==> config.mk <==
export PLATFORM = sky130hd
export DESIGN_NAME = time_dmr_issue_scheduler
export DESIGN_NICKNAME = d
export VERILOG_FILES = /design/src/rtl/time_dmr_issue_scheduler.sv
export SDC_FILE = /design/constraint.sdc
export NUM_CORES = 1
export LEC_CHECK = 0
export ABC_AREA = 1
export BUFFER_PORTS_ARGS = -buffer_cell sky130_fd_sc_hd__buf_2
export CORE_ASPECT_RATIO = 0.8
export CORE_MARGIN = 2
export CORE_UTILIZATION = 45
export CTS_CLUSTER_DIAMETER = 200
export DETAILED_ROUTE_END_ITERATION = 7
export PLACE_DENSITY = 0.78
export SYNTH_ARGS = -nofsm -noshare
export SYNTH_HDL_FRONTEND = slang
export SYNTH_SLANG_ARGS = --single-unit
==> constraint.sdc <==
create_clock -name clk -period 2.8 [get_ports clk]
set_input_delay 0.56 -clock clk [delete_from_list [all_inputs] [get_ports clk]]
set_output_delay 0.56 -clock clk [all_outputs]
set_load 0.05 [all_outputs]
==> src/rtl/time_dmr_issue_scheduler.sv <==
// Time-DMR front-end scheduler: arbitrates fresh vs retry requests, allocates IDs,
// and issues every accepted operation twice (original, then replay) downstream.
module time_dmr_issue_scheduler #(
  parameter int DataWidth    = 16,
  parameter int OpgroupWidth = 2,
  parameter int IDSize       = 5,
  parameter int LockTimeout  = 5
) (
  input  logic                    clk,
  input  logic                    rst_n,
  input  logic                    new_valid_i,
  output logic                    new_ready_o,
  input  logic [DataWidth-1:0]    new_data_i,
  input  logic [OpgroupWidth-1:0] new_operation_i,
  input  logic                    retry_valid_i,
  output logic                    retry_ready_o,
  input  logic [DataWidth-1:0]    retry_data_i,
  input  logic [OpgroupWidth-1:0] retry_operation_i,
  input  logic [IDSize-1:0]       retry_id_i,
  output logic                    issue_valid_o,
  input  logic                    issue_ready_i,
  output logic [DataWidth-1:0]    issue_data_o,
  output logic [OpgroupWidth-1:0] issue_operation_o,
  output logic [IDSize-1:0]       issue_id_o,
  output logic                    issue_replay_o,
  input  logic                    retire_valid_i,
  input  logic [IDSize-1:0]       retire_id_i,
  output logic [IDSize:0]         free_count_o,
  output logic                    retire_error_o
);
  localparam int Pool = 2**IDSize;
  localparam int SW   = (LockTimeout > 0) ? $clog2(LockTimeout + 1) : 1;
  localparam logic [IDSize:0] PoolCnt = (IDSize+1)'(Pool);

  localparam logic [1:0] IDLE    = 2'd0;
  localparam logic [1:0] ISSUE_A = 2'd1;
  localparam logic [1:0] ISSUE_B = 2'd2;

  typedef struct packed {
    logic [DataWidth-1:0]    data;
    logic [OpgroupWidth-1:0] op;
    logic [IDSize-1:0]       id;
  } txn_t;

  logic [1:0]      state;
  txn_t            txn;
  logic [Pool-1:0] free_bits, free_next;
  logic [IDSize:0] free_count;
  logic [SW-1:0]   starve_cnt;
  logic            err;
  logic [IDSize-1:0] alloc_id;
  logic idle, fresh_ok, starved, retire_hit, handshake;

  assign idle     = (state == IDLE);
  assign starved  = (starve_cnt == SW'(LockTimeout));
  assign fresh_ok = idle && new_valid_i && (free_count != '0);
  // Retry has priority unless a fresh request has waited LockTimeout retry grants.
  assign retry_ready_o = idle && retry_valid_i && !(fresh_ok && starved);
  assign new_ready_o   = fresh_ok && !retry_ready_o;

  assign retire_hit = retire_valid_i && !free_bits[retire_id_i];
  assign handshake  = issue_valid_o && issue_ready_i;

  // Lowest-numbered free ID, taken from the pre-retire bitmap.
  always_comb begin
    alloc_id = '0;
    for (int i = Pool - 1; i >= 0; i--)
      if (free_bits[i]) alloc_id = IDSize'(i);
  end

  always_comb begin
    free_next = free_bits;
    if (new_ready_o) free_next[alloc_id] = 1'b0;
    if (retire_hit)  free_next[retire_id_i] = 1'b1;
  end

  always_ff @(posedge clk or posedge rst_n) begin
    if (rst_n) begin
      state      <= IDLE;
      txn        <= '0;
      free_bits  <= '1;
      free_count <= PoolCnt;
      starve_cnt <= '0;
      err        <= 1'b0;
    end else begin
      free_bits  <= free_next;
      free_count <= free_count - (IDSize+1)'(new_ready_o) + (IDSize+1)'(retire_hit);
      if (retire_valid_i && free_bits[retire_id_i]) err <= 1'b1;

      if (idle) begin
        if (new_ready_o || !new_valid_i) starve_cnt <= '0;
        else if (retry_ready_o && !starved) starve_cnt <= starve_cnt + 1'b1;
      end

      case (state)
        IDLE: begin
          if (retry_ready_o) begin
            txn   <= '{data: retry_data_i, op: retry_operation_i, id: retry_id_i};
            state <= ISSUE_A;
          end else if (new_ready_o) begin
            txn   <= '{data: new_data_i, op: new_operation_i, id: alloc_id};
            state <= ISSUE_A;
          end
        end
        ISSUE_A: if (handshake) state <= ISSUE_B;
        ISSUE_B: if (handshake) state <= IDLE;
        default: state <= IDLE;
      endcase
    end
  end

  assign issue_valid_o     = (state == ISSUE_A) || (state == ISSUE_B);
  assign issue_replay_o    = (state == ISSUE_B);
  assign issue_data_o      = txn.data;
  assign issue_operation_o = txn.op;
  assign issue_id_o        = txn.id;
  assign free_count_o      = free_count;
  assign retire_error_o    = err;
endmodule

## Word-level counts from Yosys, hierarchy flattened

Cells that the tools add are included.

- Flip-flop bits (word level): 67
- Output and inout bits: 34

- Add/subtract/negate cells: 3
- Magnitude comparators: 4
- Equality and inequality tests: 6
- Mux-type cells: 49
- Bitwise gates (word level): 3
- Reductions and logical operators: 26

Operators by type and width:

| cell | number |
|---|---|
| 2-to-1 mux 5 bit | 32 |
| 2-to-1 mux 32 bit | 2 |
| 2-to-1 mux 23 bit | 2 |
| bitwise AND 32 bit | 1 |
| inverter 32 bit | 1 |
| OR 32 bit | 1 |
| logical AND 1 bit | 12 |
| less-than comparator 5 x 6 -> 1 bit, second input constant | 2 |
| demux 1 bit (select 5 bit) | 2 |
| greater-or-equal comparator 5 x 1 -> 1 bit, second input constant | 2 |
| 2-to-1 mux 2 bit | 4 |
| adder 6 x 1 -> 6 bit | 1 |
| 2-to-1 mux 3 bit | 2 |
| one-hot mux 2 bit (3 select lines) | 1 |
| nonzero test 6 bit | 1 |
| subtractor 6 x 1 -> 6 bit | 1 |
| binary-select mux 1 bit (select 5 bit) | 1 |
| zero test 1 bit | 5 |
| AND reduction 2 bit | 2 |
| nonzero test 2 bit | 2 |
| adder 3 x 1 -> 3 bit, second input constant | 1 |
| equality test 3 bit, second input constant | 1 |
| 2-to-1 mux 1 bit | 3 |
| inequality test 3 bit, second input constant | 1 |
| other kinds (7) | 8 |

## Longest topological paths before layout

- Depth after elaboration: 41
- Gate-level depth with buffers: 36
- Gate-level depth less buffers: 35

## Worst setup path after synthesis

OpenSTA, ideal clock, no wires.

- Kind: flip-flop to flip-flop
- Start: register free_count[2], in the netlist free_count_o[2]
- End: register free_count[4], in the netlist free_count_o[4]
- Library setup time: 0.079 ns
- Data arrival time: 3.725 ns
- Data required time: 2.721 ns
- Path slack: -1.004 ns
- Cell stages (with the launch flop): 19
- Clock period less this slack: 3.804 ns
- Cell sequence: dfrtp_1 > inv_1 > ha_1 > nand2_1 > nor3_1 > nor3_1 > nand2_1 > nand2_1 > inv_1 > nor2_1 > ha_1 > inv_1 > ha_1 > inv_1 > fa_1 > inv_1 > a21oi_1 > o21ai_0 > xor2_1

- Cells in the longest elaborated chain, start to end: 9

RTL lines:

| element | line | text |
|---|---|---|
| from (decl) | 48 | `logic [IDSize:0] free_count;` |
| from (signal assigned) | 82 | `free_count <= PoolCnt;` |
| from (signal assigned) | 87 | `free_count <= free_count - (IDSize+1)'(new_ready_o) + (IDSize+1)'(retire_hit);` |
| nonzero test 6 bit * | 56 | `assign fresh_ok = idle && new_valid_i && (free_count != '0);` |
| logical AND 1 bit * | 56 |  |
| logical AND 1 bit | 58 | `assign retry_ready_o = idle && retry_valid_i && !(fresh_ok && starved);` |
| zero test 1 bit | 58 |  |
| logical AND 1 bit | 58 |  |
| zero test 1 bit | 59 | `assign new_ready_o = fresh_ok && !retry_ready_o;` |
| logical AND 1 bit * | 59 |  |
| named net new_ready_o | 12 | `output logic new_ready_o,` |
| subtractor 6 x 1 -> 6 bit * | 87 |  |
| adder 6 x 1 -> 6 bit * | 87 |  |

The timed path passes the listed nets; every way through them passes the cells marked *.
A chain may end at the register's enable or synchronous reset.

## Worst setup path in the final report

- Start: input retire_id_i[1]
- End: register err, in the netlist retire_error_o

- Cells in the longest elaborated chain, start to end: 3

RTL lines:

| element | line | text |
|---|---|---|
| from (decl) | 27 | `input logic [IDSize-1:0] retire_id_i,` |
| binary-select mux 1 bit (select 5 bit) | 88 | `if (retire_valid_i && free_bits[retire_id_i]) err <= 1'b1;` |
| 2-to-1 mux 1 bit (implied by the code) | 88 |  |
| logical AND 1 bit | 88 |  |
| to (signal assigned) | 84 | `err <= 1'b0;` |
| to (signal assigned) | 88 |  |
| to (decl) | 50 | `logic err;` |

Every way passes these cells. The select of a mux whose other input is x is not followed.

==> flow_summary_export.csv <==
group,metric,value,unit
outcome,status,"finished with violations",
outcome,failed_checks,"negative setup slack",
synthesis,synthSimpleGateAreaFrac,0.323,
critical_path,cp.arrival,3.12,ns
timing,slew_headroom,0.531,
power_and_ir_drop,p_leak,2.79,nW
die,num_rows,31,
timing,rsz0062_at_grt,"true",
synthesis,yosys-top-cells-area,"dfstp_2, dfrtp_1, nand2_1",
route,vias,4617,
synthesis,synth_cell_types,39,
synthesis,synth_cells,564,
layout,final-seq-area,1720,µm²
synthesis,synth_xor_xnor_area_share,0.0106,
timing,period_minus_slack,2.84,ns
power_and_ir_drop,finalPower,7.15,mW
layout,drive_gt1_frac,0.342,
clocking,clk_pin_slew,0.06,ns
route,drt-pass1-iter-count,8,
die,core_area,8960,µm²
clocking,insertion_delay,0.34,ns
synthesis,muxShareOfSynthArea,0,
synthesis,synth_top_family_by_area,"simple AND/OR/NAND/NOR gates",
synthesis,synth-warning-count,0,
grt,overflow,0,
placed_design,portBuffers,85,
route,wl_per_cell,16.3,µm
die,initial_core_util,0.460,
die,dieHeight,89.6,µm
layout,area_growth_syn_to_layout,37.9,%
synthesis,synth_compound_area_frac,0.113,
clocking,tritoncts,"built",
synthesis,syn_nets,631,
timing,tightest_slew,0.698,ns
power_and_ir_drop,switching_power,3.49,mW
grt,grt_pass1_wl,20800,µm
critical_path,ff2ff_path_depth,18,
synthesis,ys_seq_elements,67,
power_and_ir_drop,peakVddDrop,0.000682,V
synthesis,synth.avg_cell_area,7.31,µm²
timing,finalSetupTns,-0.0600,ns
timing,setup_viol,2,
critical_path,worstSetupEndpointType,"flip-flop",
power_and_ir_drop,p_int,3.66,mW
critical_path,required,3.08,ns
route,drc,0,
clocking,clockRootBuffer,"clkbuf_16",
clocking,cts_max_level,3,
layout,multi_input_area,2230,µm²
layout,fin_nets,778,
timing,timing.fmax,352,MHz
placed_design,dp_hpwl,8940,µm
die,die_width,111,µm
power_and_ir_drop,seqPwrFrac,0.269,
critical_path,worstReg2RegStart,"free_bits[22]",
layout,nFillCells,703,
critical_path,crit_fanout,8,
power_and_ir_drop,power.share.clock,0.172,
power_and_ir_drop,comb_power_share,0.559,
grt,grt_max_degree,68,
timing,report.final.slew_viol_count,0,
grt,antenna_found_initial,0,
critical_path,cp-start-kind,"input pin",
synthesis,seq_area_frac_synth,0.417,
placed_design,routabilityCongestion,1.02,
hold_path,hp-class,"input pin to asynchronous set/reset pin",
power_and_ir_drop,switching_share,0.489,
synthesis,synth_top_area_share,0.210,
die,die_area,9950,µm²
flow_run,max-cap-violations,0,
route,antenna_left,0,
critical_path,rrSetupSlack,-0.01,ns
layout,postLayoutCoreUtil,0.634,
timing,finalHoldViolCount,0,
timing,finalWorstSetupSlack,-0.0421,ns
grt,first_global_vias,4364,
synthesis,synth_area,4120,µm²
synthesis,synth-adder-area-share,0.0474,
route,drtIter0Drc,463,
clocking,numClockSinks,67,
route,via_per_inst,5.56,
grt,grt_use_total,0.263,
layout,final_cell_mix,"nand2_1, buf_2, buf_4",
critical_path,path_class,"input pin to flip-flop",
power_and_ir_drop,cellPowerDensity,1260,nW/µm²
timing,fin_crit_sh,1.02,
clocking,numCtsBuffers,9,
clocking,cts_max_path_buffers,2,
timing,fin_skew,0.00718,ns
die,ioPinCount,86,
critical_path,r2r_end,"retire_error_o",
synthesis,yosysTopAreaCell,"dfstp_2",
route,routed_wl,13500,µm
layout,final_common_cell,"nand2_1",
layout,antenna_cells,0,
worst max-delay path by stage:
stage / endpoint / from / slack (ns)
after floorplan: free_count_o[4] / free_count_o[5] / -0.33
after global routing: free_bits[5] / free_bits[31] / -0.21
after global placement: free_count_o[4] / retire_id_i[0] / -0.45
after CTS: free_count_o[4] / retire_id_i[0] / 0.02
after detailed placement: free_count_o[4] / retire_id_i[0] / -0.59
final: retire_error_o / retire_id_i[1] / -0.04
power groups by stage:
stage | logic (mW) | registers, mW | clock network (mW)
finish | 4.00 | 1.93 | 1.23
global route | 4.31 | 1.98 | 1.28
CTS | 3.68 | 1.90 | 1.23
detailed placement | 3.60 | 1.90 | 0
global placement | 3.48 | 1.89 | 0
floorplan | 1.92 | 2.58 | 0
synth_stat cells (all sizes together):
cell type / instances
buf: 6
nor2: 53
fa: 1
o221ai: 7
a21boi: 2
dfstp: 33
nor3b: 1
a211oi: 1
dfrtp: 34
clkinv: 3
xor2: 4
nand4: 18
or2: 1
a32o: 2
nor3: 15
a311oi: 2
a31oi: 22
o21bai: 1
a21o: 1
xnor2: 1
a21oi: 11
ha: 14
o41ai: 1
o22ai: 1
o21ai: 6
clkbuf: 12
o31ai: 2
nand2: 192
a22oi: 9
nand3: 25
a221oi: 1
nor4: 10
inv: 72
flip-flops by register name, summed over array words and instances (netlist names):
name               cells
free_count_o           6
state                  2
issue_operation_o      2
free_bits             32
issue_id_o             5
starve_cnt             3
issue_data_o          16
retire_error_o         1
per-stage QoR:
stage / cell area, µm² / worst slack (ns) / hold slack (ns) / instances
floorplan: 4200 / -0.333 / 0.443 / 564
global placement: 5080 / -0.447 / 0.436 / 798
detailed placement: 5080 / -0.589 / 0.451 / 798
CTS: 5540 / 0.0220 / 0.312 / 826
global route: 5680 / -0.215 / 0.329 / 831
finish: 5680 / -0.0421 / 0.292 / 831
metal layers:
layer / up-vias / part of all wire / GRT usage
li1: 2156 / - / -
met1: 2123 / 0.40 / 0.326
met2: 274 / 0.47 / 0.456
met3: 64 / 0.091 / 0.0463
met4: 0 / 0.038 / 0.131
met5: - / 0 / 0
repair_timing:
action	4_1_cts	5_1_grt
cloned	0	1
gates resized for setup	13	22
buffers inserted	12	4
pin swaps	8	11
hold buffers	0	0
setup endpoints to repair	6	34
worst max-delay path: stages:
cell	delay, ns
buf_2	0.15
nor2_4	0.28
a22oi_2	0.10
o221ai_2	0.09
a32o_2	0.22
a221oi_2	0.05
buf_4	0.15
buf_4	0.12
buf_4	0.12
buf_4	0.12
buf_4	0.12
buf_4	0.12
buf_4	0.12
buf_4	0.13
buf_4	0.12
buf_4	0.12
buf_4	0.12
buf_4	0.12
nand2_2	0.07
a21o_1	0.10
logic make-up (layout without fill, tap and decap cells):
| logic type | after synthesis | count (layout) |
|---|---|---|
| AND/OR/NAND/NOR | 315 | 316 |
| buffers and inverters | 93 | 244 |
| AO/OA/AOI/OAI | 69 | 69 |
| flip-flops | 67 | 67 |
| adder cells (fa/ha/maj) | 15 | 15 |
| XOR/XNOR | 5 | 5 |
cell type report:
cell class	instances	share of cell area
Multi-Input combinational cell	405	0.392
Sequential cell	67	0.303
Timing Repair Buffer	153	0.174
Inverter	75	0.0500
Clock buffer	11	0.0427
Tap cell	115	0.0253
Clock inverter	5	0.0134
(Power assumes the default switching activity.)
